### config.mk
export PLATFORM = sky130hd
export DESIGN_NAME = boreal_bus_initiator_flat
export DESIGN_NICKNAME = d
export VERILOG_FILES = /design/src/rtl/boreal_bus_initiator_if.sv /design/src/rtl/boreal_bus_initiator.sv /design/src/flat_wrapper.sv
export SDC_FILE = /design/constraint.sdc
export NUM_CORES = 1
export LEC_CHECK = 0
export ABC_AREA = 0
export CAP_MARGIN = 20
export CELL_PAD_IN_SITES_DETAIL_PLACEMENT = 1
export CELL_PAD_IN_SITES_GLOBAL_PLACEMENT = 1
export CORE_MARGIN = 3
export CORE_UTILIZATION = 45
export CTS_CLUSTER_SIZE = 20
export DETAILED_ROUTE_END_ITERATION = 8
export PLACE_DENSITY = 0.84
export SLEW_MARGIN = 20
export SYNTH_ARGS = -nofsm -noshare
export SYNTH_HDL_FRONTEND = slang
export SYNTH_SLANG_ARGS = --single-unit
### constraint.sdc
create_clock -name clk -period 3.46 [get_ports clk]
set_clock_uncertainty 0.1 [all_clocks]
set_input_delay 0.692 -clock clk [delete_from_list [all_inputs] [get_ports clk]]
set_output_delay 0.692 -clock clk [all_outputs]
set_load 0.05 [all_outputs]
### src/rtl/boreal_bus_initiator_if.sv
// Command, response and interconnect master signals of the queued bus initiator.
// The master modport is the initiator's view; slave is the view of everything around it.
interface boreal_bus_initiator_if;
   localparam int unsigned AW = 32;
   localparam int unsigned DW = 32;
   localparam int unsigned SW = 4;

   logic          cmd_valid;
   logic          cmd_ready;
   logic          cmd_wr;
   logic [AW-1:0] cmd_addr;
   logic [DW-1:0] cmd_wdata;
   logic [SW-1:0] cmd_strb;

   logic          rsp_valid;
   logic          rsp_ready;
   logic [DW-1:0] rsp_rdata;
   logic          rsp_err;
   logic          rsp_timeout;

   logic          m_req;
   logic          m_wr;
   logic [AW-1:0] m_addr;
   logic [DW-1:0] m_wdata;
   logic [SW-1:0] m_strb;
   logic [DW-1:0] m_rdata;
   logic          m_ack;
   logic          m_err;

   modport master (
      input  cmd_valid, cmd_wr, cmd_addr, cmd_wdata, cmd_strb,
      output cmd_ready,
      output rsp_valid, rsp_rdata, rsp_err, rsp_timeout,
      input  rsp_ready,
      output m_req, m_wr, m_addr, m_wdata, m_strb,
      input  m_rdata, m_ack, m_err
   );

   modport slave (
      output cmd_valid, cmd_wr, cmd_addr, cmd_wdata, cmd_strb,
      input  cmd_ready,
      input  rsp_valid, rsp_rdata, rsp_err, rsp_timeout,
      output rsp_ready,
      input  m_req, m_wr, m_addr, m_wdata, m_strb,
      output m_rdata, m_ack, m_err
   );
endinterface

### src/rtl/boreal_bus_initiator.sv
// Queued bus master: FIFOs commands, issues them one at a time with a bus timeout,
// rejects misaligned addresses locally and returns one response per command.
module boreal_bus_initiator #(
   parameter int unsigned CMD_DEPTH = 4,
   parameter int unsigned TIMEOUT   = 256
) (
   input  logic                  clk,
   input  logic                  rst_n,
   boreal_bus_initiator_if.master bus,
   output logic                  busy,
   output logic [7:0]            err_count
);
   localparam int unsigned PTR_W  = $clog2(CMD_DEPTH);
   localparam int unsigned CNT_W  = PTR_W + 1;
   localparam int unsigned TCNT_W = $clog2(TIMEOUT) + 1;

   typedef struct packed {
      logic        wr;
      logic [31:0] addr;
      logic [31:0] wdata;
      logic [3:0]  strb;
   } cmd_t;

   typedef enum logic [1:0] {IDLE, REQ, RSP} state_t;

   state_t             state_q, state_d;
   cmd_t               fifo_q [CMD_DEPTH];
   cmd_t               cmd_in, head;
   logic [PTR_W-1:0]   wr_ptr_q, rd_ptr_q;
   logic [CNT_W-1:0]   count_q, count_d;
   logic               cmd_ready_q, cmd_ready_d;
   logic               push, pop;

   logic               m_req_q, m_req_d;
   logic               m_wr_q, m_wr_d;
   logic [31:0]        m_addr_q, m_addr_d;
   logic [31:0]        m_wdata_q, m_wdata_d;
   logic [3:0]         m_strb_q, m_strb_d;
   logic [TCNT_W-1:0]  tcnt_q, tcnt_d;

   logic               rsp_valid_q, rsp_valid_d;
   logic [31:0]        rsp_rdata_q, rsp_rdata_d;
   logic               rsp_err_q, rsp_err_d;
   logic               rsp_to_q, rsp_to_d;

   logic               busy_q, busy_d;
   logic [7:0]         err_cnt_q, err_cnt_d;
   logic               err_inc;

   assign cmd_in = '{wr: bus.cmd_wr, addr: bus.cmd_addr, wdata: bus.cmd_wdata, strb: bus.cmd_strb};
   assign head   = fifo_q[rd_ptr_q];
   assign push   = bus.cmd_valid && cmd_ready_q;

   // Storage carries no reset; only the pointers and count define validity.
   always_ff @(posedge clk) begin
      if (push) fifo_q[wr_ptr_q] <= cmd_in;
   end

   always_comb begin
      state_d     = state_q;
      pop         = 1'b0;
      err_inc     = 1'b0;
      m_req_d     = m_req_q;
      m_wr_d      = m_wr_q;
      m_addr_d    = m_addr_q;
      m_wdata_d   = m_wdata_q;
      m_strb_d    = m_strb_q;
      tcnt_d      = tcnt_q;
      rsp_valid_d = rsp_valid_q;
      rsp_rdata_d = rsp_rdata_q;
      rsp_err_d   = rsp_err_q;
      rsp_to_d    = rsp_to_q;

      unique case (state_q)
         IDLE: begin
            if (count_q != '0) begin
               pop = 1'b1;
               if (head.addr[1:0] != 2'b00) begin
                  rsp_valid_d = 1'b1;
                  rsp_rdata_d = '0;
                  rsp_err_d   = 1'b1;
                  rsp_to_d    = 1'b0;
                  err_inc     = 1'b1;
                  state_d     = RSP;
               end else begin
                  m_req_d   = 1'b1;
                  m_wr_d    = head.wr;
                  m_addr_d  = head.addr;
                  m_wdata_d = head.wdata;
                  m_strb_d  = head.strb;
                  tcnt_d    = '0;
                  state_d   = REQ;
               end
            end
         end
         REQ: begin
            // An ack on the last allowed cycle still completes normally.
            if (bus.m_ack) begin
               m_req_d     = 1'b0;
               rsp_valid_d = 1'b1;
               rsp_rdata_d = (m_wr_q || bus.m_err) ? '0 : bus.m_rdata;
               rsp_err_d   = bus.m_err;
               rsp_to_d    = 1'b0;
               err_inc     = bus.m_err;
               state_d     = RSP;
            end else if (tcnt_q == TCNT_W'(TIMEOUT - 1)) begin
               m_req_d     = 1'b0;
               rsp_valid_d = 1'b1;
               rsp_rdata_d = '0;
               rsp_err_d   = 1'b1;
               rsp_to_d    = 1'b1;
               err_inc     = 1'b1;
               state_d     = RSP;
            end else begin
               tcnt_d = tcnt_q + TCNT_W'(1);
            end
         end
         RSP: begin
            if (bus.rsp_ready) begin
               rsp_valid_d = 1'b0;
               state_d     = IDLE;
            end
         end
         default: state_d = IDLE;
      endcase

      count_d = count_q;
      if (push && !pop)      count_d = count_q + CNT_W'(1);
      else if (!push && pop) count_d = count_q - CNT_W'(1);

      cmd_ready_d = (count_d != CNT_W'(CMD_DEPTH));
      busy_d      = (count_d != '0) || (state_d != IDLE);
      err_cnt_d   = (err_inc && (err_cnt_q != 8'hFF)) ? err_cnt_q + 8'd1 : err_cnt_q;
   end

   always_ff @(posedge clk) begin
      if (!rst_n) begin
         state_q     <= IDLE;
         wr_ptr_q    <= '0;
         rd_ptr_q    <= '0;
         count_q     <= '0;
         cmd_ready_q <= 1'b1;
         m_req_q     <= 1'b0;
         m_wr_q      <= 1'b0;
         m_addr_q    <= '0;
         m_wdata_q   <= '0;
         m_strb_q    <= '0;
         tcnt_q      <= '0;
         rsp_valid_q <= 1'b0;
         rsp_rdata_q <= '0;
         rsp_err_q   <= 1'b0;
         rsp_to_q    <= 1'b0;
         busy_q      <= 1'b0;
         err_cnt_q   <= '0;
      end else begin
         state_q     <= state_d;
         if (push) wr_ptr_q <= wr_ptr_q + PTR_W'(1);
         if (pop)  rd_ptr_q <= rd_ptr_q + PTR_W'(1);
         count_q     <= count_d;
         cmd_ready_q <= cmd_ready_d;
         m_req_q     <= m_req_d;
         m_wr_q      <= m_wr_d;
         m_addr_q    <= m_addr_d;
         m_wdata_q   <= m_wdata_d;
         m_strb_q    <= m_strb_d;
         tcnt_q      <= tcnt_d;
         rsp_valid_q <= rsp_valid_d;
         rsp_rdata_q <= rsp_rdata_d;
         rsp_err_q   <= rsp_err_d;
         rsp_to_q    <= rsp_to_d;
         busy_q      <= busy_d;
         err_cnt_q   <= err_cnt_d;
      end
   end

   assign bus.cmd_ready   = cmd_ready_q;
   assign bus.m_req       = m_req_q;
   assign bus.m_wr        = m_wr_q;
   assign bus.m_addr      = m_addr_q;
   assign bus.m_wdata     = m_wdata_q;
   assign bus.m_strb      = m_strb_q;
   assign bus.rsp_valid   = rsp_valid_q;
   assign bus.rsp_rdata   = rsp_rdata_q;
   assign bus.rsp_err     = rsp_err_q;
   assign bus.rsp_timeout = rsp_to_q;
   assign busy            = busy_q;
   assign err_count       = err_cnt_q;
endmodule
### src/flat_wrapper.sv
// flat-port wrapper written by rule: the top's interface ports become plain ports
module boreal_bus_initiator_flat 
#(
   parameter int unsigned CMD_DEPTH = 4,
   parameter int unsigned TIMEOUT   = 256
)
  (clk, rst_n, busy, err_count, bus_cmd_valid, bus_cmd_wr, bus_cmd_addr, bus_cmd_wdata, bus_cmd_strb, bus_cmd_ready, bus_rsp_valid, bus_rsp_rdata, bus_rsp_err, bus_rsp_timeout, bus_rsp_ready, bus_m_req, bus_m_wr, bus_m_addr, bus_m_wdata, bus_m_strb, bus_m_rdata, bus_m_ack, bus_m_err);
  boreal_bus_initiator_if bus_i ();
  input  logic clk;
  input  logic rst_n;
  output logic busy;
  output logic [7:0] err_count;
  input wire logic [$bits(bus_i.cmd_valid)-1:0] bus_cmd_valid;
  input wire logic [$bits(bus_i.cmd_wr)-1:0] bus_cmd_wr;
  input wire logic [$bits(bus_i.cmd_addr)-1:0] bus_cmd_addr;
  input wire logic [$bits(bus_i.cmd_wdata)-1:0] bus_cmd_wdata;
  input wire logic [$bits(bus_i.cmd_strb)-1:0] bus_cmd_strb;
  output wire logic [$bits(bus_i.cmd_ready)-1:0] bus_cmd_ready;
  output wire logic [$bits(bus_i.rsp_valid)-1:0] bus_rsp_valid;
  output wire logic [$bits(bus_i.rsp_rdata)-1:0] bus_rsp_rdata;
  output wire logic [$bits(bus_i.rsp_err)-1:0] bus_rsp_err;
  output wire logic [$bits(bus_i.rsp_timeout)-1:0] bus_rsp_timeout;
  input wire logic [$bits(bus_i.rsp_ready)-1:0] bus_rsp_ready;
  output wire logic [$bits(bus_i.m_req)-1:0] bus_m_req;
  output wire logic [$bits(bus_i.m_wr)-1:0] bus_m_wr;
  output wire logic [$bits(bus_i.m_addr)-1:0] bus_m_addr;
  output wire logic [$bits(bus_i.m_wdata)-1:0] bus_m_wdata;
  output wire logic [$bits(bus_i.m_strb)-1:0] bus_m_strb;
  input wire logic [$bits(bus_i.m_rdata)-1:0] bus_m_rdata;
  input wire logic [$bits(bus_i.m_ack)-1:0] bus_m_ack;
  input wire logic [$bits(bus_i.m_err)-1:0] bus_m_err;
  assign bus_i.cmd_valid = bus_cmd_valid;
  assign bus_i.cmd_wr = bus_cmd_wr;
  assign bus_i.cmd_addr = bus_cmd_addr;
  assign bus_i.cmd_wdata = bus_cmd_wdata;
  assign bus_i.cmd_strb = bus_cmd_strb;
  assign bus_cmd_ready = bus_i.cmd_ready;
  assign bus_rsp_valid = bus_i.rsp_valid;
  assign bus_rsp_rdata = bus_i.rsp_rdata;
  assign bus_rsp_err = bus_i.rsp_err;
  assign bus_rsp_timeout = bus_i.rsp_timeout;
  assign bus_i.rsp_ready = bus_rsp_ready;
  assign bus_m_req = bus_i.m_req;
  assign bus_m_wr = bus_i.m_wr;
  assign bus_m_addr = bus_i.m_addr;
  assign bus_m_wdata = bus_i.m_wdata;
  assign bus_m_strb = bus_i.m_strb;
  assign bus_i.m_rdata = bus_m_rdata;
  assign bus_i.m_ack = bus_m_ack;
  assign bus_i.m_err = bus_m_err;
  boreal_bus_initiator #(.CMD_DEPTH(CMD_DEPTH), .TIMEOUT(TIMEOUT)) u_core (.clk(clk), .rst_n(rst_n), .bus(bus_i), .busy(busy), .err_count(err_count));
endmodule
**Word-level counts from Yosys, hierarchy flattened**

Memory sizes are Yosys's and may differ from the RTL's. A register that Yosys moved wholly into a read port is not among the register bits.
Index checks and enable logic that the tools add are counted.

- Mux-type cells: 47
- Equality and inequality tests: 12
- Reduce and logical (&&, ||, !) cells: 20
- Bitwise gates (word level): 1
- Add/sub/neg operators: 6

Operators with widths:

| cell | number |
|---|---|
| $mux W32 | 5 |
| $pmux W32 S2 | 1 |
| $mux W9 | 4 |
| $mux W1 | 21 |
| $pmux W9 S2 | 1 |
| $mux W2 | 7 |
| $reduce_and A5 Y1 | 2 |
| $add A9 B1 Y9 const B | 1 |
| $eq A9 B8 Y1 const B | 1 |
| $reduce_bool A3 Y1 | 3 |
| $add A8 B1 Y8 const B | 1 |
| $ne A2 B2 Y1 const B | 4 |
| $ne A8 B8 Y1 const B | 1 |
| $pmux W1 S2 | 4 |
| $reduce_and A4 Y1 | 2 |
| $mux W3 | 2 |
| $pmux W2 S3 | 1 |
| $reduce_bool A2 Y1 | 3 |
| $add A2 B1 Y2 const B | 2 |
| $logic_and A1 B1 Y1 | 4 |
| $ne A2 B1 Y1 const B | 2 |
| $add A3 B1 Y3 const B | 1 |
| $ne A3 B2 Y1 const B | 1 |
| $ne A3 B3 Y1 const B | 1 |
| 9 further kinds | 11 |

- Input port bits: 107
- Word-level logic and storage cells: 104
- Memory bits (writable): 276
- Output and inout bits: 115
- Register bits: 133
- Memories: 1

Memories:

| name | words | width | rd ports | clocked after Yosys merged registers in | write ports | line | RTL |
|---|---|---|---|---|---|---|---|
| u_core.fifo_q | 4 | 69 | 1 | 1 | 1 | boreal_bus_initiator.sv:27 | `cmd_t fifo_q [CMD_DEPTH];` |

**Depth between registers and ports, before layout**

Gate-level depths: netlist (run 1).

- Depth after elaboration: 8
- Mapped depth: 11
- Mapped depth without buffers: 10

**Worst setup path before layout (run 1)**

No wires, ideal clock.

- Path kind: register to register
- From: reg u_core.cmd_ready_q, in the netlist u_core.bus.cmd_ready
- To: mem u_core.fifo_q[0][0] in the netlist's numbering (enable)
- Path slack: 0.483 ns
- Library setup time: 0.435 ns
- Path buffers: 0
- Arrival time: 2.442 ns
- Data required time: 2.925 ns
- Stages on the path, launching flop included: 2
- Clock period less this slack: 2.977 ns
- Cells stage by stage: dfxtp_1 -> and3_1

- Longest elaborated chain between the ends: 3

RTL lines:

| item | line | RTL |
|---|---|---|
| start: declaration | boreal_bus_initiator.sv:31 | `logic cmd_ready_q, cmd_ready_d;` |
| start signal: assignment | boreal_bus_initiator.sv:160 | `cmd_ready_q <= cmd_ready_d;` |
| $logic_and A1 B1 Y1 | boreal_bus_initiator.sv:52 | `assign push = bus.cmd_valid && cmd_ready_q;` |
| $mux W1 | boreal_bus_initiator.sv:56 | `if (push) fifo_q[wr_ptr_q] <= cmd_in;` |
| $mux W1 (implied by the code) | boreal_bus_initiator.sv:56 |  |
| end: declaration | boreal_bus_initiator.sv:27 |  |

No other way between the ends.

**Worst setup path in the final report (run 1)**

- From: reg u_core.tcnt_q[0]
- To: reg u_core.busy_q, in the netlist u_core.busy

- Longest elaborated chain between the ends: 6

RTL lines:

| item | line | RTL |
|---|---|---|
| start: declaration | boreal_bus_initiator.sv:39 | `logic [TCNT_W-1:0] tcnt_q, tcnt_d;` |
| start signal: assignment | boreal_bus_initiator.sv:166 | `tcnt_q <= tcnt_d;` |
| $eq A9 B8 Y1 | boreal_bus_initiator.sv:106 | `end else if (tcnt_q == TCNT_W'(TIMEOUT - 1)) begin` |
| $mux W2 | boreal_bus_initiator.sv:106 |  |
| $mux W2 | boreal_bus_initiator.sv:98 | `if (bus.m_ack) begin` |
| $pmux W2 S3 | boreal_bus_initiator.sv:74 | `unique case (state_q)` |
| $reduce_bool A2 Y1 | boreal_bus_initiator.sv:132 | `busy_d = (count_d != '0) \|\| (state_d != IDLE);` |
| $logic_or A1 B1 Y1 | boreal_bus_initiator.sv:132 |  |
| end signal: assignment | boreal_bus_initiator.sv:171 | `busy_q <= busy_d;` |
| end: declaration | boreal_bus_initiator.sv:46 | `logic busy_q, busy_d;` |

No other way between the ends.
A chain may end at the register's enable or synchronous reset.

==> results of run 1 <==
-- worst paths after layout --
check | slack [ns] | start | endpoint | cells past startpoint
hold / removal | 0.35 | u_core.bus.rsp_timeout | u_core.bus.rsp_timeout | 2
hold reg to reg | 0.35 | u_core.bus.rsp_timeout | u_core.bus.rsp_timeout | 2
setup / recovery | 0.63 | u_core.tcnt_q[0] | u_core.busy | 9
setup reg to reg | 0.63 | u_core.tcnt_q[0] | u_core.busy | 9
-- metrics by stage --
| stage | worst slack, ns | hold WS [ns] | power (mW) | instances | utilization |
|---|---|---|---|---|---|
| after floorplan | 0.483 | 0.332 | 8.74 | 969 | - |
| after global placement | 0.788 | 0.333 | 9.94 | 1600 | 0.545 |
| after detailed placement | 0.715 | 0.345 | 10.1 | 1600 | 0.545 |
| after CTS | 0.670 | 0.351 | 14.8 | 1679 | 0.589 |
| after global routing | 0.498 | 0.372 | 15.3 | 1679 | 0.589 |
| final | 0.634 | 0.353 | 14.7 | 1680 | 0.590 |
-- synth_stat cells (2+ instances only) --
master    number  area [µm²]
ha_1          10         125
or3_1          3        18.8
nor2_1        56         210
a21oi_1       80         400
mux4_2        67        1510
nor2b_1        2        12.5
nand2b_1       4        25.0
o21ai_1        2        10.0
xnor2_1        3        26.3
a311oi_1       2        17.5
xor2_1         2        17.5
inv_1          8        30.0
buf_2         19        95.1
edfxtp_1     276        8290
a21boi_2       2        22.5
buf_1          3        11.3
nand3b_1       2        15.0
dfxtp_1      135        2700
and2_1         3        18.8
o21ai_0       14        70.1
nand3_1        7        35.0
a31oi_1        9        56.3
nor3_1         2        10.0
clkbuf_1      30         113
nand2_1      161         604
and3_1         7        43.8
mux2i_1        3        30.0
o31ai_1        2        15.0
nor4b_2        2        30.0
mux2_2         2        22.5
or2_2          3        18.8
or4_1          3        22.5
a22oi_1       33         248
-- logic make-up after synthesis --
group,count (synthesis),synth area share
AOI/OAI and AO/OA,150,0.0596
xor gates and xnor gates,5,0.00292
adders and majority gates,10,0.00834
buffers and inverters,60,0.0166
DFF,411,0.733
muxes,72,0.104
and+or+nand+nor,261,0.0754
-- power breakdown --
| part | internal (mW) | switching, mW | total [mW] |
|---|---|---|---|
| clock network | 2.74 | 1.93 | 4.67 |
| logic | 1.42 | 2.35 | 3.77 |
| registers | 5.88 | 0.341 | 6.22 |
| total | 10.1 | 4.62 | 14.7 |
-- state kept, by name, summed over array words and instances (netlist names), named ones only --
signal,flops
u_core.bus.m_strb,4
u_core.bus.m_addr,32
u_core.err_count,8
u_core.bus.m_req,1
u_core.busy,1
u_core.bus.m_wr,1
u_core.bus.rsp_rdata,32
u_core.tcnt_q,9
u_core.fifo_q,276
u_core.wr_ptr_q,2
u_core.bus.rsp_err,1
u_core.bus.rsp_valid,1
u_core.bus.cmd_ready,1
u_core.bus.m_wdata,32
u_core.state_q,2
u_core.count_q,3
u_core.bus.rsp_timeout,1
u_core.rd_ptr_q,2
-- layout make-up --
| class | count | area, µm² | area share |
|---|---|---|---|
| Antenna cell | 1 | 2.50 | 0.000130 |
| Clock buffer | 57 | 1150 | 0.0596 |
| Clock inverter | 22 | 293 | 0.0152 |
| Inverter | 8 | 32.5 | 0.00169 |
| Multi-Input combinational cell | 498 | 3790 | 0.197 |
| Sequential cell | 411 | 11000 | 0.570 |
| Tap cell | 442 | 553 | 0.0287 |
| Timing Repair Buffer | 241 | 2460 | 0.128 |
-- layer usage --
layer / part of all wire / track usage
met5: 0.0017 / 0
met4: 0.023 / 0.0596
met3: 0.071 / 0.0540
met2: 0.50 / 0.377
met1: 0.40 / 0.272
-- worst max-delay path: stages, from the launching register on --
cell and delay, ns:
dfxtp_1 0.37, ha_1 0.20, nand3_1 0.12, or2_2 0.34, nor2_1 0.12, ha_1 0.18, nor2_1 0.09, nand2_1 0.36
o21ai_1 0.34, o41a_1 0.50
==> key figures, run 1 <==
Detailed routing
  – Routed length per instance: 23.1 µm
  – Post-route ant nets: 0
  – Via count: 9246
  – Drt total wl: 38700 µm
  – Detailed-route DRC error count: 0
  – DR pass1 iterations: 4
  – Vias per inst: 5.50
  – Initial drt markers: 583

Job
  – Max capacitance violation total: 0

Synthesis
  – Post-synth ARST share: 0
  – Syn Area/Cell: 15.5 µm²
  – Yosys warns: 0
  – Library cells used by synthesis: 45
  – Synthesized area: 0.0150 mm²
  – Number of enable flip-flop cells after synthesis: 276
  – Main synth FF type: edfxtp_1
  – Mapped Nets: 1086
  – Sequential share of the synthesized area: 0.733
  – #FFs+latches synth: 411
  – Post-Syn Instances: 969

Power
  – Peak supply drop: 543 µV
  – Lkg Pwr: 6.27 nW
  – PD cells: 761 mW/mm²

CTS
  – Post-CTS Setup Bufs: 0
  – Root buffer cell: clkbuf_16
  – Clock buffer depth: 3
  – Clock Latency Late Sink: 0.55 ns
  – PostCTS Resize Cnt: 0
  – CTS H-tree depth: 2
  – Hold-fix buffers, CTS: 0
  – Worst-path clk slew: 0.06 ns
  – CTS sink count: 411
  – CTS tree: done
  – Cts bufs inserted: 43

STA
  – Worst rel slew slack: 0.398
  – Final hold viol count: 0
  – Setup TNS: 0 ns
  – Crit path time final: 2.83 ns
  – Final setup fails: 0
  – Slew @ Worst Pin: 0.903 ns
  – Period Utilization, post-route: 0.817
  – RSZ-0062 raised after global routing: no
  – Max-slew violation count: 0
  – Highest Clock Rate: 354 MHz

Global route
  – Initial antenna violation count: 5
  – Largest net degree at the start of global routing: 70
  – Vias in the first global route: 10100
  – First-pass GRT wire length: 59900 µm
  – Total global-route track usage: 0.217
  – GR Overflow Total: 0

Floorplanning
  – Row Count: 66
  – I/O pins: 222
  – Die ar.: 0.0355 mm²
  – Chip width: 189 µm
  – Initial Util: 0.459
  – Core area: 0.0327 mm²
  – Die extent in y: 189 µm

Critical path
  – Crit path required time: 3.79 ns
  – Worst setup EP type: register
  – Critical path fanouts, max: 13
  – Critical path launch point type: register
  – Arrival time at the worst endpoint: 3.16 ns
  – CP Class: reg2reg

Finish
  – Commonest non-fill, non-tap cell in the layout: edfxtp_1
  – Most frequent cells in the layout: 276 x edfxtp_1, 221 x clkdlybuf4s50_1, 161 x nand2_1
  – Fin nets: 1320
  – Area Overhead vs Synth: 28.6%
  – Filler cells: 3078
  – Design area: 0.0193 mm²
  – Share of layout cells above drive strength 1: 0.141

Placement
  – Gpl congestion: 0.761
  – PortBufs: 221
  – DP Area: 0.0178 mm²
  – HPWL Detailed: 24200 µm

Worst hold path
  – HP Class: reg2reg

Status
  – Status: finished, final reports clean
Power figures use the tool's default switching activity.
==> run 2, diff against run 1 <==
- CORE_UTILIZATION: 45 -> 40
- PLACE_DENSITY: 0.84 -> 0.8
- clock period: 3.46 -> 2.3 ns (I/O delays scaled with it)
==> key figures, run 2 (synthesized netlist as in run 1, its figures left out) <==
STA
  – Final setup fails: 0
  – Highest Clock Rate: 444 MHz
  – Setup TNS: 0 ns
  – Worst rel slew slack: 0.378
  – Final WS setup: 0.0465 ns
  – Min Hold Slack: 0.353 ns
  – Max-slew violation count: 0
  – RSZ-0062 raised after global routing: yes
  – Period Utilization, post-route: 0.980
  – Crit path time final: 2.25 ns
  – Slew @ Worst Pin: 0.934 ns
  – Final hold viol count: 0

Worst hold path
  – Worst hold endpoint: u_core.bus.m_wdata[6]
  – Hold path startpoint: u_core.bus.m_wdata[6]
  – WHS Path Cells: 2
  – HP Class: reg2reg

Detailed routing
  – Initial drt markers: 470
  – Routed length per instance: 21.8 µm
  – Detailed-route DRC error count: 0
  – Drt total wl: 37800 µm
  – Post-route ant nets: 0
  – Vias per inst: 5.30
  – DR pass1 iterations: 4
  – Via count: 9194

CTS
  – CTS H-tree depth: 2
  – Hold-fix buffers, CTS: 0
  – CTS tree: done
  – Worst-path clk slew: 0.06 ns
  – CTS sink count: 411
  – Clock Latency Late Sink: 0.56 ns
  – Cts bufs inserted: 43
  – Post-CTS Setup Bufs: 0
  – Clock buffer depth: 3
  – Root buffer cell: clkbuf_16

Critical path
  – Top Family by Delay on Critical Path: buffers and inverters
  – Critical path launch point type: register
  – Crit-path max cell delay: 0.81 ns
  – WP buf/inv: 1
  – R2R depth: 11
  – Critical path fanouts, max: 2
  – Arrival time at the worst endpoint: 1.69 ns
  – Crit path required time: 1.74 ns
  – CP max-delay cell: clkdlybuf4s50_1
  – Reg2Reg Setup Slack: 0.07 ns
  – CP Class: reg2out
  – Critical R2R Launch: u_core.tcnt_q[0]
  – Worst setup EP type: primary output
  – CP Cell Sequence: clkdlybuf4s50_1
  – Reg-to-Reg End: u_core.err_count[3]

Power
  – Peak supply drop: 780 µV
  – Power, Total: 22.0 mW
  – PD cells: 1120 mW/mm²
  – Lkg Pwr: 7.19 nW

Global route
  – Total global-route track usage: 0.190
  – Vias in the first global route: 10100
  – GR Overflow Total: 0
  – Initial antenna violation count: 1
  – First-pass GRT wire length: 57800 µm
  – Largest net degree at the start of global routing: 59

Floorplanning
  – I/O pins: 222
  – Initial Util: 0.408
  – Die extent in y: 200 µm
  – Core area: 0.0368 mm²
  – Die ar.: 0.0398 mm²
  – Chip width: 200 µm
  – Row Count: 70

Finish
  – Area Overhead vs Synth: 30.9%
  – Most frequent cells in the layout: 276 x edfxtp_1, 160 x nand2_1, 130 x dfxtp_1
  – Filler cells: 3547
  – Max reg flops: 276
  – Commonest non-fill, non-tap cell in the layout: edfxtp_1
  – Antenna Cells: 0
  – Fin nets: 1350
  – Share of layout cells above drive strength 1: 0.180
  – Layout Utilization: 0.534
  – Most flop-heavy register: u_core.fifo_q

Placement
  – Gpl congestion: 0.781
  – Pre-CTS WS: -0.0832 ns
  – HPWL Detailed: 24200 µm
  – PortBufs: 221

Job
  – Max capacitance violation total: 0

Status
  – Status: finished, final reports clean
run 2: cell type report:
cell class,instances,area (µm²),share of cell area
sequential,411,11000,0.560
multi-input combinational,498,3880,0.198
timing repair buffer,271,2740,0.139
clock buffer,59,1240,0.0631
tap,468,586,0.0298
clock inverter,20,161,0.00822
inverter,8,32.5,0.00166
run 2: power by group:
| group | switching, mW | internal (mW) |
|---|---|---|
| Combinational | 3.64 | 2.29 |
| Sequential | 0.401 | 8.85 |
| Clock | 2.82 | 4.00 |
| Total | 6.87 | 15.1 |
run 2: per-stage QoR:
| stage | instance area, µm² | std cells |
|---|---|---|
| after CTS | 19500 | 1735 |
| after global routing | 19600 | 1735 |
| after detailed placement | 18200 | 1656 |
| after floorplan | 15000 | 969 |
| after global placement | 18200 | 1656 |
| final | 19600 | 1735 |
run 2: worst max-delay path by stage:
| stage | endpoint | depth (start not counted) | startpoint |
|---|---|---|---|
| 6_report | bus_m_addr[15] | 1 | u_core.bus.m_addr[15] |
| 5_1_grt | u_core.err_count[3] | 11 | u_core.tcnt_q[0] |
| 4_1_cts | bus_rsp_rdata[16] | 1 | u_core.bus.rsp_rdata[16] |
| 3_5_place_dp | u_core.err_count[5] | 10 | u_core.tcnt_q[0] |
| 3_3_place_gp | u_core.err_count[7] | 10 | u_core.tcnt_q[0] |
| 2_1_floorplan | u_core.err_count[7] | 10 | u_core.tcnt_q[0] |
run 2: layer usage:
| metal | GRT usage | share of wire |
|---|---|---|
| met4 | 0.0607 | 0.021 |
| met3 | 0.0482 | 0.065 |
| met1 | 0.222 | 0.40 |
| met2 | 0.344 | 0.51 |
| met5 | 0 | 0.00053 |
run 2: repair_timing:
item / CTS / global route
pin swaps: 6 / 4
endpoints found under the setup margin: 82 / 51
gates resized for setup: 80 / 34
==> run 3, diff against run 2 <==
- PLACE_DENSITY: 0.8 -> 0.73
==> key figures, run 3 (synthesized netlist as in run 1, its figures left out) <==
Global route
  – Vias in the first global route: 9740
  – Total global-route track usage: 0.180
  – GR Overflow Total: 0
  – Largest net degree at the start of global routing: 53
  – First-pass GRT wire length: 55900 µm
  – Initial antenna violation count: 4

Detailed routing
  – Drt total wl: 36800 µm
  – Routed length per instance: 21.3 µm
  – Detailed-route DRC error count: 0
  – DR pass1 iterations: 4
  – Vias per inst: 5.24
  – Via count: 9087
  – Post-route ant nets: 0
  – Initial drt markers: 393

CTS
  – Clock Latency Late Sink: 0.55 ns
  – CTS sink count: 411
  – Hold-fix buffers, CTS: 0
  – Root buffer cell: clkbuf_16
  – Cts bufs inserted: 43
  – Clock buffer depth: 3
  – CTS H-tree depth: 2
  – Worst-path clk slew: 0.06 ns
  – CTS tree: done

Critical path
  – Origin of the worst setup path: u_core.bus.m_addr[12]
  – Reg2Reg Setup Slack: 0.06 ns
  – WP buf/inv: 1
  – Reg-to-Reg End: u_core.err_count[7]
  – Arrival time at the worst endpoint: 1.70 ns
  – Worst setup EP type: primary output
  – CP max-delay cell: clkdlybuf4s50_1
  – Top Family by Delay on Critical Path: buffers and inverters
  – Critical path fanouts, max: 2
  – Crit path required time: 1.74 ns
  – Critical R2R Launch: u_core.tcnt_q[0]
  – Critical path launch point type: register
  – CP Cell Sequence: clkdlybuf4s50_1
  – R2R depth: 11
  – CP Class: reg2out
  – WP depth: 1
  – Crit-path max cell delay: 0.83 ns

Power
  – Logic pwr share: 0.264
  – P_sw: 6.84 mW
  – Clock power share: 0.322
  – Peak supply drop: 737 µV
  – PD cells: 1130 mW/mm²
  – Lkg Pwr: 7.15 nW
  – Pint: 15.5 mW
  – Reg power frac: 0.414
  – Sw Ratio: 0.306
  – Power, Total: 22.3 mW

Finish
  – FF+latch area: 0.0110 mm²
  – Antenna Cells: 0
  – Fin nets: 1347
  – Footprint of the multi-input gates: 0.00387 mm²
  – Most flop-heavy register: u_core.fifo_q
  – Design area: 0.0198 mm²
  – Most frequent cells in the layout: 276 x edfxtp_1, 160 x nand2_1, 160 x clkdlybuf4s50_1
  – Commonest non-fill, non-tap cell in the layout: edfxtp_1
  – Layout Utilization: 0.537
  – Share of layout cells above drive strength 1: 0.172
  – Max reg flops: 276
  – Area Overhead vs Synth: 31.9%
  – Post-Layout Cell Count: 1733
  – Filler cells: 3545

STA
  – Crit path time final: 2.26 ns
  – Final setup fails: 0
  – Slew @ Worst Pin: 0.855 ns
  – Final hold viol count: 0
  – Setup TNS: 0 ns
  – Min Hold Slack: 0.349 ns
  – Highest Clock Rate: 443 MHz
  – Worst rel slew slack: 0.430
  – Max-slew violation count: 0
  – Period Utilization, post-route: 0.981
  – RSZ-0062 raised after global routing: no
  – Final WS setup: 0.0448 ns

Floorplanning
  – Die ar.: 0.0398 mm²
  – Chip width: 200 µm
  – Die extent in y: 200 µm
  – Core area: 0.0368 mm²
  – Row Count: 70
  – Initial Util: 0.408
  – I/O pins: 222

Worst hold path
  – WHS Path Cells: 2
  – HP Class: reg2reg
  – Worst hold endpoint: u_core.bus.rsp_err
  – Hold path startpoint: u_core.bus.rsp_err

Placement
  – PortBufs: 221
  – Gpl congestion: 0.728
  – Inst Count DP: 1651
  – Pre-CTS WS: -0.0998 ns
  – DP Area: 0.0182 mm²
  – HPWL Detailed: 22900 µm

Status
  – Status: finished, final reports clean

Job
  – Max capacitance violation total: 0
==> run 3: cell count changes in the layout (fill, tap and decap cells not counted), sizes merged <==
cell           delta
buf               -3
bufinv            +5
clkbuf            -2
clkdlybuf4s50    +39
clkinv            -1
clkinvlp          -2
dlygate4sd2      -49
dlymetal6s2s     +10
inv               +1
==> run 3: power by group through the flow <==
stage	logic (mW)	clock network (mW)	registers, mW
3_3_place_gp	5.92	0	9.34
6_report	5.89	7.19	9.25
5_1_grt	6.33	7.66	9.33
4_1_cts	5.99	7.36	9.26
3_5_place_dp	6.01	0	9.41
2_1_floorplan	2.78	0	10.4
==> run 3: worst max-delay path by stage <==
stage                                to  slack (ns)
floorplan           u_core.err_count[7]       0.006
global placement    u_core.err_count[5]       -0.02
detailed placement  u_core.err_count[5]        -0.1
CTS                      bus_m_addr[18]       0.004
global route        u_core.err_count[7]     0.00001
finish                   bus_m_addr[12]        0.04
==> run 3: routing by layer <==
metal | share of wire | GRT usage
met5 | 0.0012 | 0
met3 | 0.068 | 0.0435
met2 | 0.50 | 0.312
met1 | 0.42 | 0.234
met4 | 0.012 | 0.0349
==> run 3: area by class of cell <==
type	instances	area share
multi-input combinational	498	0.196
tap	468	0.0296
clock buffer	57	0.0581
inverter	8	0.00165
timing repair buffer	268	0.141
clock inverter	23	0.0170
sequential	411	0.556
==> run 3: what timing repair did <==
item / CTS / global route
resized for setup: 33 / 39
endpoints found under the setup margin: 61 / 71
setup buffers: 0 / 2
pin swaps: 3 / 3
